==> config.mk <==
export PLATFORM = sky130hd
export DESIGN_NAME = pipe_skid_stage
export DESIGN_NICKNAME = d
export VERILOG_FILES = /design/src/rtl/pipe_pkg.sv /design/src/rtl/pipe_sat_cnt.sv /design/src/rtl/pipe_skid_stage.sv
export SDC_FILE = /design/constraint.sdc
export NUM_CORES = 1
export LEC_CHECK = 0
export ABC_AREA = 1
export CORE_UTILIZATION = 46
export CTS_CLUSTER_SIZE = 12
export DETAILED_ROUTE_END_ITERATION = 10
export PLACE_DENSITY = 0.77
export SYNTH_ARGS = -nofsm -noshare
export SYNTH_HDL_FRONTEND = slang
export SYNTH_SLANG_ARGS = --single-unit
==> constraint.sdc <==
create_clock -name clk -period 6.2 [get_ports clk]
set_input_delay 0.62 -clock clk [delete_from_list [all_inputs] [get_ports clk]]
set_output_delay 0.62 -clock clk [all_outputs]
set_load 0.05 [all_outputs]
==> src/rtl/pipe_pkg.sv <==
// Shared types for the elastic pipeline-stage registers: stage occupancy
// states and the EX/MEM payload layout.
package pipe_pkg;

    typedef enum logic [1:0] {
        PS_EMPTY = 2'd0,
        PS_ONE   = 2'd1,
        PS_TWO   = 2'd2
    } pipe_state_e;

    // EX/MEM payload; the pad field brings the packed width to 104 bits.
    typedef struct packed {
        logic [28:0] pad;
        logic        rd_wr;
        logic [4:0]  rd_addr;
        logic [31:0] alu_out;
        logic [31:0] rs2_data;
        logic        store;
        logic [2:0]  funct3;
        logic        dm_oe;
    } ex_mem_pl_t;

    localparam int EX_MEM_W = $bits(ex_mem_pl_t);

endpackage

==> src/rtl/pipe_sat_cnt.sv <==
// Saturating up-counter with enable; sticks at all-ones.
// Latency: count visible one cycle after an enabled edge.
// Backpressure: none, counts every enabled cycle.
module pipe_sat_cnt #(
    parameter int W = 16
) (
    input  logic         clk,
    input  logic         rst,
    input  logic         en_i,
    output logic [W-1:0] cnt_o
);

    logic [W-1:0] cnt_q;
    logic [W-1:0] cnt_d;

    always_comb begin
        cnt_d = cnt_q;
        if (en_i && (cnt_q != {W{1'b1}})) begin
            cnt_d = cnt_q + {{(W-1){1'b0}}, 1'b1};
        end
    end

    always_ff @(posedge clk or posedge rst) begin
        if (rst) begin
            cnt_q <= '0;
        end else begin
            cnt_q <= cnt_d;
        end
    end

    assign cnt_o = cnt_q;

endmodule

==> src/rtl/pipe_skid_stage.sv <==
// Elastic pipeline-stage register with 2-entry skid buffer, hold and flush.
// Latency: 1 cycle in->out, full throughput; in_ready comes from a flop plus hold/flush.
// Backpressure: skid entry absorbs one payload when out_ready drops; optional stats via PIPE_SKID_STAT_EN.
module pipe_skid_stage
    import pipe_pkg::*;
#(
    parameter int                 DATA_W  = EX_MEM_W,
    parameter logic [DATA_W-1:0]  RST_VAL = '0
) (
    input  logic              clk,
    input  logic              rst,
    input  logic              in_valid,
    output logic              in_ready,
    input  logic [DATA_W-1:0] in_data,
    output logic              out_valid,
    input  logic              out_ready,
    output logic [DATA_W-1:0] out_data,
    input  logic              hold,
    input  logic              flush,
    output logic [1:0]        occupancy
`ifdef PIPE_SKID_STAT_EN
    ,
    output logic [31:0]       stat_stall_cnt,
    output logic [15:0]       stat_flush_cnt
`endif
);

    pipe_state_e       state_q, state_d;
    logic [DATA_W-1:0] main_q, main_d;
    logic [DATA_W-1:0] skid_q, skid_d;
    logic              in_fire;
    logic              out_fire;

    assign out_valid = (state_q != PS_EMPTY);
    assign out_data  = main_q;
    assign occupancy = state_q;
    assign in_ready  = (state_q != PS_TWO) && !hold && !flush;
    assign in_fire   = in_valid && in_ready;
    assign out_fire  = out_valid && out_ready && !hold && !flush;

    always_comb begin
        state_d = state_q;
        main_d  = main_q;
        skid_d  = skid_q;
        if (flush) begin
            state_d = PS_EMPTY;
            main_d  = RST_VAL;
            skid_d  = RST_VAL;
        end else begin
            // hold is already folded into in_fire/out_fire, so nothing moves under hold
            case (state_q)
                PS_EMPTY: begin
                    if (in_fire) begin
                        main_d  = in_data;
                        state_d = PS_ONE;
                    end
                end
                PS_ONE: begin
                    if (in_fire && out_fire) begin
                        main_d = in_data;
                    end else if (in_fire) begin
                        skid_d  = in_data;
                        state_d = PS_TWO;
                    end else if (out_fire) begin
                        state_d = PS_EMPTY;
                    end
                end
                PS_TWO: begin
                    if (out_fire) begin
                        main_d  = skid_q;
                        state_d = PS_ONE;
                    end
                end
                default: begin
                    state_d = PS_EMPTY;
                end
            endcase
        end
    end

    always_ff @(posedge clk or posedge rst) begin
        if (rst) begin
            state_q <= PS_EMPTY;
            main_q  <= RST_VAL;
            skid_q  <= RST_VAL;
        end else begin
            state_q <= state_d;
            main_q  <= main_d;
            skid_q  <= skid_d;
        end
    end

`ifdef PIPE_SKID_STAT_EN
    logic stall_en;
    logic flush_en;

    assign stall_en = (out_valid && !out_ready) || hold;
    assign flush_en = flush && (state_q != PS_EMPTY);

    pipe_sat_cnt #(.W(32)) u_stall_cnt (
        .clk   (clk),
        .rst   (rst),
        .en_i  (stall_en),
        .cnt_o (stat_stall_cnt)
    );

    pipe_sat_cnt #(.W(16)) u_flush_cnt (
        .clk   (clk),
        .rst   (rst),
        .en_i  (flush_en),
        .cnt_o (stat_flush_cnt)
    );
`endif

endmodule

* Word level (Yosys, flattened, before mapping) *
Cells that the tools add are included.

cells by class
  shift-type cells = 0
  divide/modulo/power cells = 0
  bitwise logic cells = 0
  magnitude comparators = 0
  add/subtract/negate cells = 0
  reduce and logical (&&, ||, !) cells = 17
  equality and inequality tests = 9
  multiplexer cells = 15
  multiply operators = 0

operators by type and width
  kind                  number
  $mux W104             7
  $pmux W104 S3         1
  $mux W2               6
  $ne A3 B3 Y1 const B  4
  $reduce_and A4 Y1     2
  $logic_and A1 B1 Y1   7
  $pmux W2 S3           1
  $reduce_bool A2 Y1    3
  $ne A2 B2 Y1 const B  2
  $ne A4 B4 Y1 const B  1
  $reduce_bool A4 Y1    1
  $reduce_and A3 Y1     1
  $eq A2 B1 Y1 const B  1
  $eq A2 B2 Y1 const B  1
  $logic_not A1 Y1      2
  $logic_not A2 Y1      1

word-level totals
  output and inout port bits = 108
  bits in registers = 210
  logic and storage cells = 44
  ROM bits = 0
  bits of input ports = 110
  latch bits = 0
  memories = 0
  bits in writable memories = 0

* Depth between registers and ports, before layout *
  depth after elaboration = 9
  depth in mapped cells = 11
  depth with buffers taken out = 9

* Worst setup path before layout *
No wires, ideal clock.

  kind = reg-to-output
  start point = register state_q[0] (netlist: occupancy[0])
  end point = output port in_ready
  buffers on the path = 2
  arrival = 1.749 ns
  setup slack = 3.831 ns
  data required time = 5.580 ns
  cell stages (with the launch flop) = 7
  cells stage by stage = dfrtp_1 > inv_2 > nand2_4 > buf_2 > buf_1 > nand2_1 > inv_1

on the way
  word-level cells in the longest chain between the ends = 3

RTL lines
  what                              line                   source
  start, declared                   pipe_skid_stage.sv:28  pipe_state_e state_q, state_d;
  start signal, assigned            pipe_skid_stage.sv:87  state_q <= state_d;
  $ne A2 B2 Y1                      pipe_skid_stage.sv:37  assign in_ready = (state_q != PS_TWO) && !hold && !flush;
  $logic_and A1 B1 Y1 (2 in a row)  pipe_skid_stage.sv:37
  end, declared                     pipe_skid_stage.sv:13  output logic in_ready,

No other way between the ends.

* Worst setup path after layout *
  start point = register state_q[0] (netlist: occupancy[0])
  end point = register main_q[59] (netlist: out_data[59])

on the way
  word-level cells in the longest chain between the ends = 7
  elaborated cells between the ends (all ways) = 19

RTL lines
  what                                                        line                                          source
  $ne A2 B2 Y1 / $reduce_bool A2 Y1 (equally long branches)   pipe_skid_stage.sv:37, pipe_skid_stage.sv:34
  $logic_and A1 B1 Y1, on equally long branches (2 in a row)  pipe_skid_stage.sv:37, pipe_skid_stage.sv:39
  $logic_and A1 B1 Y1, on equally long branches               pipe_skid_stage.sv:38, pipe_skid_stage.sv:39
  $logic_and A1 B1 Y1                                         pipe_skid_stage.sv:59                         if (in_fire && out_fire) begin
  $ne A3 B3 Y1 (no source line)                               --
  $reduce_and A4 Y1 (no source line)                          --
  end signal, assigned                                        pipe_skid_stage.sv:88                         main_q <= main_d;
  end, declared                                               pipe_skid_stage.sv:29                         logic [DATA_W-1:0] main_q, main_d;

Parallel ways exist; a longest one is shown, timed or not.
A chain may end at the register's enable or synchronous reset.

==> reports/metrics.cfg <==
[status]
outcome=completed

[power_and_ir_drop]
ir_drop_uv=175.4
pwr-share-seq_pct=39.3
power.share.switching_pct=35.89
combinational_power_share_pct=30.8
p_per_area_nw_per_um2=330.9
totalPowerFinal_mw=4.143
p_int_mw=2.656
psw_mw=1.487
clkPwrFrac_pct=29.9
leakagePower_nw=6.209

[clock_network]
cts_inserted_buffers=23
cts.hold.buffers_added=0
cts-root-buf=clkbuf_16
clock-sinks=210
tritoncts=done
postCtsResizedCells=0
cts.repair_timing.setup_buffer_count=0
insertion_delay_ns=0.49
max-clock-path-buffers=3
clock_tree.htree_level_count=1
register_clock_pin_slew_on_the_reported_worst_setup_and_hold_paths_ns=0.06

[setup_path]
worstSetupEndpointType=register
timing.critical_path.mode_cell=nand2_1
crit_type=reg2reg
critical_path.top_delay_family=simple AND/OR/NAND/NOR gates
arrival_ns=4.31
crit_path_cell_trace=inv_2 > nand2_8 > nand3_2 > nand3_1 > nand2_1 > clkinv_2 > nand2_4 > nand2_1 > nand2_1
cpMaxStageDelayCell=nand2_4
crit_required_ns=6.63
timing.critical_path.depth=9
slack_of_the_worst_reg_to_reg_path_ns=2.32
crit-reg2reg-launch=occupancy[0]
cp-start-kind=register
critical-path-max-stage-delay_ns=1.15
worst-path-max-fanout=172
worstRegToRegCells=9
cp_num_buf_inv=2
worstReg2RegEnd=out_data[59]

[job]
drv_cap=0

[global_routing]
largest_net_degree_at_the_start_of_global_routing=180
antenna_found_initial=0
grt_pass1_vias=8240
residual_overflow_from_global_routing=0
grt_pass1_wl_um=42300
global_route_usage_sum_pct=23.68

[sta]
final_hold_violation_count=0
setup_repair_after_global_routing_missed_its_margin=no
final_max_slew_viol_count=0
final.period_utilization_pct=62.64
whs_ns=0.4670
max-slew-margin-rel_pct=9.403
tns_ns=0
post-route-worst-setup-slack_ns=2.316
finClkSkew_ns=0.005028
period_minus_slack_ns=3.884
setup_viol=0
maxClockFrequency_mhz=257.5
worst_slew_pin_slew_ns=1.356

[synth]
synth_nets=1288
yosysTopAreaCell=dfrtp_1
synth_flop_cell=dfrtp_1
synth-edff-count=0
synth.yosys.seq_area_share_pct=53.89
netlist-cell-type-count=22
syn_area_um2=9751
number_of_cells_produced_by_synthesis=1178
yosys.cell_count.top_type=nand2_1
ys_async_sr_fraction_pct=100.0
synth_top_cell_area_share_pct=53.89
synth_common_cells=nand2_1, dfrtp_1, nand3_1
synth_area_per_cell_um2=8.277
yosys-top-cells-area=dfrtp_1, nand2_1, nand3_1
number_of_warnings_issued_by_yosys=0
postSynthRegisterBits=210

[detailed_routing]
detail_route.wirelength_um=25400
ant_nets=0
route.layer.met1.wl_um=11240
drt-initial-drc-count=651
routed.top_layer=met4
routed_wire_length_on_met3_um=1580
route.met2.wl_um=12020
drt-wirelength-per-cell_um=15.80
drtPass1Iterations=5
drt-vias-per-instance=5.339
detailroute.via_count=8580
post-route-drc-count=0

[layout]
diodes_inserted=0
fillerInstances=1803
finalNonFillerCells=1607
final_util_pct=61.09
final-seq-area_um2=5255
fin_nets=1435
post-route-cell-area_um2=12520
area_of_combinational_cells_with_multiple_inputs_um2=3737
areaGrowthSynthToFinish_pct=28.40
layout-drive-gt1-share_pct=3.815

[place]
number_of_port_buffers=217
numPlacedInstances=1570
placed_area_um2=11850
gp_congestion=0.7789
place_hpwl_um=15040
dp_slack_ns=2.128

[hold_path]
min-delay-path-class=reg2reg
min_path_cells=2
hold_path_end=out_data[81]
min-delay-start=out_data[81]

[die]
initial_core_util_pct=47.58
core_area_um2=20490
die_span_x_um=147.6
fp.dieArea_um2=21780
placement_rows=52
top_level_port_count=218
die_h_um=147.6

## kinds of logic after synthesis
| family | synth area share, % |
|---|---|
| simple gates | 23.52 |
| compound gates | 14.49 |
| buf+inv | 8.097 |
| flops | 53.89 |
## how the worst max path moves through the flow
stage / startpoint / to / slack (ns)
final: occupancy[0] / out_data[59] / 2.32
after global routing: occupancy[1] / out_data[31] / 1.91
after CTS: occupancy[1] / out_data[18] / 2.24
after detailed placement: flush / out_data[33] / 2.13
after global placement: flush / out_data[6] / 2.24
after floorplan: rst / occupancy[0] / 2.85
## sequential cells by signal, indices dropped and copies added (netlist names)
signal     count
out_data     104
skid_q       104
occupancy      2
## power by group through the flow
stage / registers (mW) / clock network (mW) / logic, mW
after CTS: 1.63 / 1.27 / 1.29
after floorplan: 2.10 / 0 / 0.392
final: 1.63 / 1.24 / 1.28
after global routing: 1.65 / 1.33 / 1.36
after global placement: 1.65 / 0 / 1.27
after detailed placement: 1.65 / 0 / 1.28
## metal layers
metal | vias up | track usage, %
met5 | - | 0
met4 | 0 | 6.856
met3 | 40 | 3.704
met2 | 286 | 37.31
met1 | 4051 | 33.87
li1 | 4203 | -
## cell type report
cell class                      instances  area share, %
Sequential cell                       210          41.97
Multi-Input combinational cell        791          29.85
Timing Repair Buffer                  224          17.83
Clock buffer                           36          5.307
Tap cell                              270          2.698
Inverter                               75          2.299
Clock inverter                          1        0.03998
## cell usage in the layout (no fill, tap or decap), types with 9 or more instances in the layout
master           count
a211oi_1            66
o21ai_1             10
nand2_1            254
nand3_1            174
nor2_1             107
clkdlybuf4s50_1    216
clkbuf_1             9
clkbuf_16           23
o21ai_0             56
a21oi_1            114
dfrtp_1            210
inv_1               68
## tightest hold or removal path: stages (launching register included)
cell	delay (ns)
dfrtp_1	0.34
nand2_1	0.05
nand2_1	0.04
(Power assumes the default switching activity.)
